### src/rtl/usrt_pkg.sv
// Shared types and constants for the USRT transmitter, receiver and status register.
package usrt_pkg;

  localparam int unsigned DATA_BITS = 8;
  localparam int unsigned BAUD_W    = 14;
  localparam int unsigned IDX_W     = $clog2(DATA_BITS);

  // Bit-period limits and reset value owned by the status register.
  localparam logic [BAUD_W-1:0] BAUD_MIN   = 14'd1;
  localparam logic [BAUD_W-1:0] BAUD_MAX   = 14'h3fff;
  localparam logic [BAUD_W-1:0] BAUD_RESET = 14'd434;

  typedef enum logic [2:0] {
    StIdle,
    StStart,
    StData,
    StParity,
    StStop
  } state_e;

  // Counter reload for a bit period; a zero period behaves as one cycle.
  function automatic logic [BAUD_W-1:0] baud_reload(input logic [BAUD_W-1:0] baud);
    return (baud == '0) ? '0 : baud - 1'b1;
  endfunction

endpackage

### src/rtl/usrt_if.sv
// Byte valid/ready handshake into the USRT transmitter.
interface usrt_if
  import usrt_pkg::*;
();

  logic                 i_TxValid;
  logic [DATA_BITS-1:0] i_TxData;
  logic                 o_TxReady;

  modport master (output i_TxValid, output i_TxData, input o_TxReady);
  modport slave  (input i_TxValid, input i_TxData, output o_TxReady);

endinterface

### src/rtl/usrt_baud_cnt.sv
// Loadable bit-period down-counter; o_BitEnd marks the last cycle of a bit.
module usrt_baud_cnt #(
  parameter int unsigned BAUD_W = 14
) (
  input  logic              i_Pclk,
  input  logic              i_Reset,
  input  logic              i_Load,
  input  logic [BAUD_W-1:0] i_LoadVal,
  output logic              o_BitEnd
);

  logic [BAUD_W-1:0] count_q;

  always_ff @(posedge i_Pclk) begin
    if (i_Reset) begin
      count_q <= '0;
    end else if (i_Load) begin
      count_q <= i_LoadVal;
    end else if (count_q != '0) begin
      count_q <= count_q - 1'b1;
    end
  end

  assign o_BitEnd = (count_q == '0);

endmodule

### src/rtl/usrt_tx.sv
// USRT serial transmitter: start, 8 data LSB-first, optional even parity, stop,
// with a one-entry holding buffer for gapless back-to-back frames.
module usrt_tx
  import usrt_pkg::*;
(
  input  logic              i_Pclk,
  input  logic              i_Reset,
  input  logic [BAUD_W-1:0] i_Baud,
  input  logic              i_Parity,
  usrt_if.slave             tx_if,
  output logic              o_Tx,
  output logic              o_Busy,
  output logic              o_Done
);

  localparam logic [IDX_W-1:0] IdxLast = IDX_W'(DATA_BITS - 1);

  state_e               state_q, state_d;
  logic [DATA_BITS-1:0] shift_q, shift_d;
  logic [DATA_BITS-1:0] buf_q, buf_d;
  logic                 buf_vld_q, buf_vld_d;
  logic [IDX_W-1:0]     idx_q, idx_d;
  logic [BAUD_W-1:0]    baud_q, baud_d;
  logic                 par_en_q, par_en_d;
  logic                 par_bit_q, par_bit_d;
  logic                 tx_q, tx_d;
  logic                 busy_q;
  logic                 done_q, done_d;

  logic                 cnt_load;
  logic [BAUD_W-1:0]    cnt_val;
  logic                 bit_end;
  logic                 load_frame;

  usrt_baud_cnt #(
    .BAUD_W (BAUD_W)
  ) u_baud_cnt (
    .i_Pclk    (i_Pclk),
    .i_Reset   (i_Reset),
    .i_Load    (cnt_load),
    .i_LoadVal (cnt_val),
    .o_BitEnd  (bit_end)
  );

  always_comb begin
    state_d    = state_q;
    shift_d    = shift_q;
    buf_d      = buf_q;
    buf_vld_d  = buf_vld_q;
    idx_d      = idx_q;
    baud_d     = baud_q;
    par_en_d   = par_en_q;
    par_bit_d  = par_bit_q;
    tx_d       = tx_q;
    done_d     = 1'b0;
    cnt_load   = 1'b0;
    cnt_val    = baud_q;
    load_frame = 1'b0;

    if (tx_if.i_TxValid && !buf_vld_q) begin
      buf_d     = tx_if.i_TxData;
      buf_vld_d = 1'b1;
    end

    unique case (state_q)
      StIdle: begin
        load_frame = buf_vld_q;
      end
      StStart: begin
        if (bit_end) begin
          state_d  = StData;
          idx_d    = '0;
          tx_d     = shift_q[0];
          cnt_load = 1'b1;
        end
      end
      StData: begin
        if (bit_end) begin
          cnt_load = 1'b1;
          if (idx_q == IdxLast) begin
            state_d = par_en_q ? StParity : StStop;
            tx_d    = par_en_q ? par_bit_q : 1'b1;
          end else begin
            idx_d   = idx_q + 1'b1;
            shift_d = shift_q >> 1;
            tx_d    = shift_q[1];
          end
        end
      end
      StParity: begin
        if (bit_end) begin
          state_d  = StStop;
          tx_d     = 1'b1;
          cnt_load = 1'b1;
        end
      end
      StStop: begin
        if (bit_end) begin
          done_d = 1'b1;
          if (buf_vld_q) begin
            load_frame = 1'b1;
          end else begin
            state_d = StIdle;
            tx_d    = 1'b1;
          end
        end
      end
      default: begin
        state_d = StIdle;
        tx_d    = 1'b1;
      end
    endcase

    // Frame-local copies of baud and parity are taken only here.
    if (load_frame) begin
      state_d   = StStart;
      shift_d   = buf_q;
      par_bit_d = ^buf_q;
      buf_vld_d = 1'b0;
      idx_d     = '0;
      baud_d    = baud_reload(i_Baud);
      par_en_d  = i_Parity;
      tx_d      = 1'b0;
      cnt_load  = 1'b1;
      cnt_val   = baud_reload(i_Baud);
    end
  end

  always_ff @(posedge i_Pclk) begin
    if (i_Reset) begin
      state_q   <= StIdle;
      shift_q   <= '0;
      buf_q     <= '0;
      buf_vld_q <= 1'b0;
      idx_q     <= '0;
      baud_q    <= '0;
      par_en_q  <= 1'b0;
      par_bit_q <= 1'b0;
      tx_q      <= 1'b1;
      busy_q    <= 1'b0;
      done_q    <= 1'b0;
    end else begin
      state_q   <= state_d;
      shift_q   <= shift_d;
      buf_q     <= buf_d;
      buf_vld_q <= buf_vld_d;
      idx_q     <= idx_d;
      baud_q    <= baud_d;
      par_en_q  <= par_en_d;
      par_bit_q <= par_bit_d;
      tx_q      <= tx_d;
      busy_q    <= (state_d != StIdle);
      done_q    <= done_d;
    end
  end

  assign tx_if.o_TxReady = ~buf_vld_q;
  assign o_Tx            = tx_q;
  assign o_Busy          = busy_q;
  assign o_Done          = done_q;

endmodule
### src/flat_wrapper.sv
// flat-port wrapper written by rule: the top's interface ports become plain ports
module usrt_tx_flat import usrt_pkg::*;
  (i_Pclk, i_Reset, i_Baud, i_Parity, o_Tx, o_Busy, o_Done, tx_if_i_TxValid, tx_if_i_TxData, tx_if_o_TxReady);
  usrt_if tx_if_i ();
  input  logic i_Pclk;
  input  logic i_Reset;
  input  logic [BAUD_W-1:0] i_Baud;
  input  logic i_Parity;
  output logic o_Tx;
  output logic o_Busy;
  output logic o_Done;
  input wire logic [$bits(tx_if_i.i_TxValid)-1:0] tx_if_i_TxValid;
  input wire logic [$bits(tx_if_i.i_TxData)-1:0] tx_if_i_TxData;
  output wire logic [$bits(tx_if_i.o_TxReady)-1:0] tx_if_o_TxReady;
  assign tx_if_i.i_TxValid = tx_if_i_TxValid;
  assign tx_if_i.i_TxData = tx_if_i_TxData;
  assign tx_if_o_TxReady = tx_if_i.o_TxReady;
  usrt_tx u_core (.i_Pclk(i_Pclk), .i_Reset(i_Reset), .i_Baud(i_Baud), .i_Parity(i_Parity), .tx_if(tx_if_i), .o_Tx(o_Tx), .o_Busy(o_Busy), .o_Done(o_Done));
endmodule
### config.mk
export PLATFORM = sky130hd
export DESIGN_NAME = usrt_tx_flat
export DESIGN_NICKNAME = d
export VERILOG_FILES = /design/src/rtl/usrt_pkg.sv /design/src/rtl/usrt_if.sv /design/src/rtl/usrt_baud_cnt.sv /design/src/rtl/usrt_tx.sv /design/src/flat_wrapper.sv
export SDC_FILE = /design/constraint.sdc
export NUM_CORES = 1
export LEC_CHECK = 0
export CORE_UTILIZATION = 57
export CTS_CLUSTER_SIZE = 20
export DETAILED_ROUTE_END_ITERATION = 7
export MAX_ROUTING_LAYER = met4
export PLACE_DENSITY = 0.8
export SYNTH_ARGS = -nofsm -noshare
export SYNTH_HDL_FRONTEND = slang
export SYNTH_SLANG_ARGS = --single-unit
### constraint.sdc
create_clock -name i_Pclk -period 3.4 [get_ports i_Pclk]
set_clock_uncertainty 0.1 [all_clocks]
set_input_delay 0.68 -clock i_Pclk [delete_from_list [all_inputs] [get_ports i_Pclk]]
set_output_delay 0.68 -clock i_Pclk [all_outputs]
set_load 0.005 [all_outputs]
==> results of run 1 <==
## metrics by stage
step | cells | hold slack (ns)
3_3_place_gp | 457 | 0.3389
4_1_cts | 465 | 0.3608
3_5_place_dp | 457 | 0.3488
6_report | 465 | 0.3613
5_1_grt | 465 | 0.3756
2_1_floorplan | 373 | 0.3274
## per-layer routing
metal	GRT usage [%]	part of all wire [%]
met4	6.790	1.3
met2	42.84	46
met5	-	0
met1	37.08	47
met3	4.284	5.3
## flip-flops by register name (all words and copies together) (netlist names)
register	cells
u_core.baud_q	14
u_core.u_baud_cnt.count_q	14
u_core.buf_q	8
u_core.shift_q	8
u_core.idx_q	3
u_core.state_q	3
u_core.buf_vld_q	1
u_core.o_Busy	1
u_core.o_Done	1
u_core.o_Tx	1
u_core.par_bit_q	1
u_core.par_en_q	1
## kinds of logic (layout without fill, tap and decap cells)
group	Yosys count	after routing	synth area share, %
flops	56	56	36.66
compound gates	89	89	19.93
fa+ha+maj	5	5	2.046
buf+inv	35	57	5.319
simple gates	158	158	26.84
xor+xnor	16	16	4.583
mux	14	14	4.623
## worst min-delay path: cells and delay by family (launching register included)
kind,cells,cell delay [ns]
flip-flops,1,0.32
AND/OR/NAND/NOR,1,0.05
AO/OA/AOI/OAI,1,0.05
## layout by cell type, fill, tap and decap left out, types with 3 or more instances in the layout
master           instances
nor2_1                  42
nand3_1                 15
nand2_1                 34
a22oi_1                  8
buf_4                    8
a31oi_1                  6
ha_1                     5
nor4_1                   8
nor2b_1                  5
or2_2                    3
a211oi_1                 5
clkdlybuf4s50_1         28
nor3_1                  14
dfxtp_1                 56
clkbuf_8                 5
inv_1                   12
a311oi_1                 6
nand4_1                  4
a21oi_1                 38
mux2i_1                 13
xnor2_1                 10
o21ai_0                  5
xor2_1                   6
or3_1                   15
## power groups by stage
stage	logic, mW	clock network (mW)	registers, mW
2_1_floorplan	0.663	0	0.841
3_3_place_gp	0.776	0	0.877
3_5_place_dp	0.786	0	0.884
4_1_cts	0.795	0.447	0.869
5_1_grt	0.887	0.470	0.887
6_report	0.802	0.437	0.872
## final cells by class
class / instances / area, um2 / share of cell area, %
clock buffer: 6 / 72.57 / 2.083
clock inverter: 2 / 38.79 / 1.113
inverter: 12 / 45.04 / 1.293
multi-input combinational: 282 / 1774 / 50.92
sequential: 56 / 1121 / 32.17
tap: 70 / 87.58 / 2.513
timing repair buffer: 37 / 345.3 / 9.910
## how the worst min path moves through the flow
stage / slack [ns] / cells after the start / endpoint / startpoint
floorplan: 0.33 / 1 / u_core.baud_q[9] / u_core.baud_q[9]
global placement: 0.34 / 1 / u_core.baud_q[9] / u_core.baud_q[9]
detailed placement: 0.35 / 2 / u_core.baud_q[7] / u_core.baud_q[7]
CTS: 0.36 / 2 / u_core.baud_q[7] / u_core.baud_q[7]
global route: 0.38 / 2 / u_core.baud_q[7] / u_core.baud_q[7]
finish: 0.36 / 2 / u_core.baud_q[7] / u_core.baud_q[7]
==> impl_metrics.ini, run 1 <==
[layout]
syn2layout_area_growth_pct = 13.95
drive_gt1_share_pct = 7.342
num_antenna_cells = 0
nNetsFinal = 425
utilization_pct = 67.79
fill_cells = 459
fin_area_um2 = 3485

[clock_tree]
clk_pin_slew_ns = 0.10
clock-root-buffer = clkbuf_8
cts_tree = done
cts_sinks = 56
numCtsBuffers = 5
post_cts_buffers = 0
htree_levels = 2
cts-hold-fix-buffers = 0
clk_latency_ns = 0.31
cts.repair.resized = 0
ctsLongestPathBuffers = 2

[sta]
rsz0062_at_grt = false
slew_headroom_pct = 56.87
post-route-period-util_pct = 86.54
finalMaxSlewViolations = 0
hold_viol = 0
setup_ws_ns = 0.4577
fmax_mhz = 339.9
tightestPinTransition_ns = 0.6469
setup_viol = 0
tns_ns = 0
finalCriticalPeriod_ns = 2.942

[power_and_ir_drop]
pwr-share-comb_pct = 38.0
total_power_mw = 2.110
ir_drop_v = 0.0004414
swShare_pct = 37.02
power.switching_mw = 0.7812
powerDensity_nw_per_um2 = 605.6
p_leak_nw = 1.256
pwr-share-clk_pct = 20.7
pwr-share-seq_pct = 41.3
intPower_mw = 1.329

[min_path]
min_path_type = reg2reg

[outcome]
outcome = finished, final reports clean

[job]
maxCapViolations = 0

[worst_setup_path]
r2r_cells = 7
worst_ep_arrival_time_ns = 3.08
r2r_slack_ns = 0.46
crit_path_cell_trace = inv_1 -> ha_1 -> or4b_1 -> o41ai_4 -> nand3_2 -> nor4_1 -> o21bai_1
crit_buf_inv = 1
crit_required_ns = 3.54
reg2reg_from = u_core.u_baud_cnt.count_q[0]
critPathSlowestCell = or4b_1
path_max_fanout = 13
critical_path.top_delay_family = simple AND/OR/NAND/NOR gates
critPathCaptureType = register
worstReg2RegEnd = u_core.u_baud_cnt.count_q[9]
crit_type = reg2reg
worstSetupEndpoint = u_core.u_baud_cnt.count_q[9]
cp-startpoint = u_core.u_baud_cnt.count_q[0]
worst-path-stages = 7
start_kind = register
max_stage_delay_ns = 0.60

[placed_design]
place_ws_ns = 0.2618
gp_congestion = 0.8739
io_buffers = 29
place_area_um2 = 3373
dpl.hpwl_mm = 5.035

[floorplan]
die_w_um = 75.25
die_h_um = 75.25
rows = 26
coreArea_um2 = 5140
initial_core_util_pct = 59.49
die-area_um2 = 5662
io_pins = 30

[grt]
grt_pass1_vias = 2476
grt_pass1_wl_mm = 11.45
grt_usage_pct = 27.36
antenna_found_initial = 0
grt_max_degree = 35
grt_overflow = 0

[detailed_routing]
vias = 2816
drtIter0Drc = 233
vias_per_cell = 6.056
ant_nets = 0
first_pass_iters = 4
remaining_drc_errors = 0
wl_per_cell_um = 14.92
routed_wl_mm = 6.939

[logic_synthesis]
synth_top_area_share_pct = 36.66
synth.most_common_cell = dfxtp_1
synth_top_cell_by_area = dfxtp_1
synth_cell_types = 55
synth-edff-count = 0
syn_inst = 373
synthTopCellsByCount = dfxtp_1 (56), nor2_1 (42), a21oi_1 (38)
yosys_register_bits = 56
seq_area_frac_synth_pct = 36.66
async_reset_ff_share_pct = 0
syn_nets = 404
synth_flop_cell = dfxtp_1
synthesis.area_um2 = 3058
synth_warnings = 0
syn_avg_cell_area_um2 = 8.198
synthTopCellsByArea = dfxtp_1 (37%), a21oi_1 (6.2%), nor2_1 (5.2%)
(Power assumes the default switching activity.)
==> inputs of run 2 (changes only) <==
--- a/config.mk
+++ b/config.mk
@@ -8,8 +8,10 @@
 export CORE_UTILIZATION = 57
 export CTS_CLUSTER_SIZE = 20
 export DETAILED_ROUTE_END_ITERATION = 7
+export GPL_TIMING_DRIVEN = 0
 export MAX_ROUTING_LAYER = met4
 export PLACE_DENSITY = 0.8
 export SYNTH_ARGS = -nofsm -noshare
 export SYNTH_HDL_FRONTEND = slang
+export SYNTH_HIERARCHICAL = 1
 export SYNTH_SLANG_ARGS = --single-unit
==> run 2 against run 1 <==
Compared with the run above:
- sequential share of layout area decreased by 0.65 points
- synthesized area shrank 0.65%
- utilization up 1.8 points
- worst hold slack better by 0.0063 ns
- clock power down 16%
- final area rose by 2.0%
- total power increased by 7.6%
- critical endpoint is now u_core/u_baud_cnt/count_q[11]
- largest cell class unchanged
- largest power group is now combinational logic
- highest routed layer unchanged
==> impl_metrics.ini, run 2 <==
[layout]
nNetsFinal = 442
final_common_cell = dfxtp_1
syn2layout_area_growth_pct = 17.05
fin_area_um2 = 3556
num_antenna_cells = 0
stdcell_count = 482
layout_common_cells = dfxtp_1 (56), nand2_1 (55), nor2_1 (32)
utilization_pct = 69.62
reg.largest.list = u_core/baud_q: 14 flops, u_core/u_baud_cnt/count_q: 14 flops
drive_gt1_share_pct = 8.738

[clock_tree]
cts-hold-fix-buffers = 0
cts_tree = done
ctsLongestPathBuffers = 2
cts_sinks = 56
clock-root-buffer = clkbuf_8
clk_latency_ns = 0.31
numCtsBuffers = 5
htree_levels = 2
clk_pin_slew_ns = 0.10

[detailed_routing]
vias_per_cell = 5.956
first_pass_iters = 4
wl_per_cell_um = 14.57
remaining_drc_errors = 0
ant_nets = 0
routed_wl_mm = 7.021
vias = 2871
drtIter0Drc = 194

[worst_setup_path]
worst_ep_arrival_time_ns = 3.34
start_kind = register
crit_type = reg2reg
critPathCaptureType = register
r2r_slack_ns = 0.17
max_stage_delay_ns = 0.44
critical_path.top_delay_family = buffers and inverters
critPathSlowestCell = dfxtp_1
crit_buf_inv = 5
crit_path_cell_trace = inv_1 -> ha_1 -> nor4b_4 -> nand4_1 -> buf_2 -> clkinvlp_4 -> nand2b_2 -> nand3_4 -> clkbuf_4 -> o21ai_2 -> dlymetal6s4s_1 -> nand4b_1 -> and3_1
crit_required_ns = 3.51
path_max_fanout = 10

[floorplan]
rows = 26
initial_core_util_pct = 59.48
coreArea_um2 = 5107
io_pins = 30
die-area_um2 = 5626
die_w_um = 75.01
die_h_um = 75.01

[logic_synthesis]
synthesis.area_um2 = 3038
synth-edff-count = 0
synth-simple-area-share_pct = 28.38
synth_top_family_by_area = simple AND/OR/NAND/NOR gates
syn_avg_cell_area_um2 = 8.145
synth_xor_area_share_pct = 3.460
synth_flop_cell = dfxtp_1
synth_warnings = 6
syn_inst = 373
synthTopCellsByCount = dfxtp_1 (56), nand2_1 (55), nor2_1 (32)
async_reset_ff_share_pct = 0
synth.most_common_cell = dfxtp_1
syn_nets = 404
synth_cell_types = 65
synth_top_area_share_pct = 36.90
synth_compound_area_share_pct = 20.72
seq_area_frac_synth_pct = 36.90
muxShareOfSynthArea_pct = 2.965
synth_top_cell_by_area = dfxtp_1
synthTopCellsByArea = dfxtp_1 (37%), nand2_1 (6.8%), a21oi_1 (4.1%)
yosys_register_bits = 56
synth_adder_area_share_pct = 2.059

[sta]
tns_ns = 0
slew_headroom_pct = 63.62
hold_viol = 0
setup_ws_ns = 0.1670
post-route-period-util_pct = 95.09
hold_ws_ns = 0.3676
fmax_mhz = 309.3
finalMaxSlewViolations = 0
tightestPinTransition_ns = 0.5458
finalCriticalPeriod_ns = 3.233
setup_viol = 0
rsz0062_at_grt = false

[placed_design]
place_area_um2 = 3406
dpl.hpwl_mm = 5.151
dp_cells = 471
gp_congestion = 0.9143
place_ws_ns = -0.6809
io_buffers = 28

[grt]
antenna_found_initial = 0
grt_usage_pct = 27.50
grt_pass1_wl_mm = 11.58
grt_overflow = 0
grt_max_degree = 18
grt_pass1_vias = 2680

[outcome]
outcome = finished, final reports clean

[power_and_ir_drop]
ir_drop_v = 0.0003783
p_leak_nw = 1.334
total_power_mw = 2.271
powerDensity_nw_per_um2 = 638.6

[min_path]
min_path_type = reg2reg

[job]
maxCapViolations = 0
-- run 2: cells by family (layout without fill, tap and decap cells) --
kind of cell	count (synthesis)	in the layout
and+or+nand+nor	165	165
AOI/OAI and AO/OA	88	88
DFF	56	56
buffers and inverters	38	77
xor gates and xnor gates	12	12
muxes	9	9
adders and majority gates	5	5
-- run 2: layer usage --
layer | GRT usage, % | vias up | wire, um
li1 | - | 1426 | -
met1 | 30.85 | 1369 | 3061
met3 | 3.481 | 14 | 224
met5 | - | - | 0
met2 | 48.95 | 62 | 3629
met4 | 11.74 | 0 | 106
-- run 2: final cells by class --
class	instances	area, um2
timing repair buffer	32	315.3
tap	70	87.58
buffer	22	115.1
clock inverter	2	16.27
clock buffer	6	72.57
fill	450	1551
inverter	15	60.06
sequential	56	1121
multi-input combinational	279	1768
-- run 2: power by group --
group | switching, mW | internal [mW] | total, mW
clock network | 0.218 | 0.147 | 0.365
registers | 0.150 | 0.784 | 0.935
logic | 0.517 | 0.454 | 0.971
total | 0.886 | 1.38 | 2.27
-- run 2: what timing repair did --
action,in CTS,in global routing
buffers inserted,1,2
setup endpoints to repair,14,14
gates cloned,1,0
gates resized for setup,6,8
-- run 2: worst min-delay path, cell delays in order, from the launching register on --
cell	delay, ns
dfxtp_1	0.31
nand2_1	0.06
a21oi_1	0.05
-- run 2: path summary, 6_finish.rpt --
kind                                      from                       endpoint  depth (start not counted)
hold / removal                u_core/baud_q[2]               u_core/baud_q[2]                          2
setup / recovery  u_core/u_baud_cnt/count_q[0]  u_core/u_baud_cnt/count_q[11]                         13
hold reg to reg               u_core/baud_q[2]               u_core/baud_q[2]                          2
setup reg to reg  u_core/u_baud_cnt/count_q[0]  u_core/u_baud_cnt/count_q[11]                         13
==> inputs of run 3 (changes only) <==
--- a/config.mk
+++ b/config.mk
@@ -6,7 +6,6 @@
 export NUM_CORES = 1
 export LEC_CHECK = 0
 export CORE_UTILIZATION = 57
-export CTS_CLUSTER_SIZE = 20
 export DETAILED_ROUTE_END_ITERATION = 7
 export GPL_TIMING_DRIVEN = 0
 export MAX_ROUTING_LAYER = met4
==> constraint.sdc (replaced) <==
create_clock -name i_Pclk -period 3.7 [get_ports i_Pclk]
set_clock_uncertainty 0.1 [all_clocks]
set_input_delay 0.74 -clock i_Pclk [delete_from_list [all_inputs] [get_ports i_Pclk]]
set_output_delay 0.74 -clock i_Pclk [all_outputs]
set_load 0.005 [all_outputs]
==> run 3 against run 2 <==
Compared with the run above:
- first-iteration DRC count down 15%
- total power down 10%
- clock-buffer cell count unchanged
- routed wire length down 1.4%
- flip-flop and latch count unchanged
- critical endpoint unchanged
==> impl_metrics.ini, run 3 (synthesis results as in run 2) <==
[layout]
utilization_pct = 68.74
fill_cells = 459
reg.largest.list = u_core/baud_q: 14 flops, u_core/u_baud_cnt/count_q: 14 flops
final_common_cell = dfxtp_1
syn2layout_area_growth_pct = 15.57
layout_common_cells = dfxtp_1 (56), nand2_1 (55), nor2_1 (32)
nNetsFinal = 439
drive_gt1_share_pct = 7.579
num_antenna_cells = 0

[worst_setup_path]
critPathCaptureType = register
crit_required_ns = 3.81
path_max_fanout = 10
start_kind = register
crit_type = reg2reg
worst_ep_arrival_time_ns = 3.53

[placed_design]
gp_congestion = 0.9143
io_buffers = 28
dpl.hpwl_mm = 5.151

[sta]
setup_viol = 0
post-route-period-util_pct = 92.51
hold_viol = 0
tightestPinTransition_ns = 0.5572
fmax_mhz = 292.2
slew_headroom_pct = 62.85
rsz0062_at_grt = false
finalMaxSlewViolations = 0
tns_ns = 0
finalCriticalPeriod_ns = 3.423

[grt]
grt_pass1_wl_mm = 11.54
grt_overflow = 0
grt_pass1_vias = 2678
grt_max_degree = 18
antenna_found_initial = 0
grt_usage_pct = 27.38

[clock_tree]
cts_sinks = 56
cts-hold-fix-buffers = 0
clk_latency_ns = 0.31
clk_pin_slew_ns = 0.10
numCtsBuffers = 5
clock-root-buffer = clkbuf_8
post_cts_buffers = 0
ctsLongestPathBuffers = 2
htree_levels = 2
cts_tree = done

[outcome]
outcome = finished, final reports clean

[detailed_routing]
routed_wl_mm = 6.923
ant_nets = 0
first_pass_iters = 5
remaining_drc_errors = 0
wl_per_cell_um = 14.45
vias_per_cell = 6.004
drtIter0Drc = 165
vias = 2876

[power_and_ir_drop]
p_leak_nw = 1.297
powerDensity_nw_per_um2 = 582.0
total_power_mw = 2.043
ir_drop_v = 0.0003241

[floorplan]
initial_core_util_pct = 59.48
coreArea_um2 = 5107
rows = 26
die_h_um = 75.01
io_pins = 30
die_w_um = 75.01
die-area_um2 = 5626

[min_path]
min_path_type = reg2reg

[job]
maxCapViolations = 0
## run 3: cell types whose count changed in the layout (fill, tap and decap cells not counted)
| cell | previous run | this run |
|---|---|---|
| dlymetal6s2s_1 | 1 | 0 |
| nand3_2 | 0 | 1 |
| clkbuf_1 | 12 | 14 |
| clkbuf_4 | 1 | 0 |
| buf_4 | 3 | 0 |
| nand3_4 | 1 | 0 |
| nand2b_1 | 4 | 5 |
| nand2b_2 | 1 | 0 |
## run 3: where the power goes
group | switching, mW | internal (mW) | total [mW]
Sequential | 0.139 | 0.720 | 0.859
Combinational | 0.464 | 0.385 | 0.848
Clock | 0.201 | 0.135 | 0.336
Total | 0.803 | 1.24 | 2.04
## run 3: per-stage QoR
step | cell area (um2) | hold slack [ns] | worst slack, ns | cells
after global routing | 3511 | 0.3967 | 0.04606 | 479
final | 3511 | 0.3675 | 0.2771 | 479
after detailed placement | 3406 | 0.3575 | -0.3809 | 471
after global placement | 3406 | 0.3479 | -0.2477 | 471
after CTS | 3518 | 0.3711 | 0.06013 | 480
after floorplan | 3038 | 0.3399 | 0.6299 | 373
## run 3: worst paths after layout
path,startpoint,to,slack [ns],cells past startpoint
setup / recovery,u_core/u_baud_cnt/count_q[0],u_core/u_baud_cnt/count_q[11],0.28,13
hold / removal,u_core/baud_q[2],u_core/baud_q[2],0.37,2
setup reg to reg,u_core/u_baud_cnt/count_q[0],u_core/u_baud_cnt/count_q[11],0.28,13
hold reg to reg,u_core/baud_q[2],u_core/baud_q[2],0.37,2
## run 3: cell type report
| type | count | area [um2] | area share (%) |
|---|---|---|---|
| clock buffer | 6 | 72.57 | 2.067 |
| inverter | 15 | 60.06 | 1.711 |
| timing repair buffer | 29 | 292.8 | 8.339 |
| multi-input combinational | 279 | 1758 | 50.07 |
| buffer | 22 | 102.6 | 2.922 |
| sequential | 56 | 1121 | 31.93 |
| clock inverter | 2 | 16.27 | 0.4633 |
| tap | 70 | 87.58 | 2.495 |
## run 3: worst max-delay path: stages (launching register included)
cell and delay, ns:
dfxtp_1 0.44, inv_1 0.10, ha_1 0.26, nor4b_4 0.17, nand4_1 0.10, buf_2 0.25
clkinvlp_4 0.23, nand2b_1 0.27, nand3_2 0.22, clkbuf_2 0.28, o21ai_2 0.18, dlymetal6s4s_1 0.35
nand4b_1 0.18, and3_1 0.20
## run 3: what timing repair did
item                       4_1_cts  5_1_grt
gates cloned                     1        0
hold endpoints to repair         0        0
setup endpoints to repair       14       14
resized for setup                5        2
## run 3: per-layer routing
metal	GRT usage, %	part of all wire (%)
met4	11.74	1.7
met3	3.481	3.3
met2	48.65	52
met1	30.76	43
met5	-	0
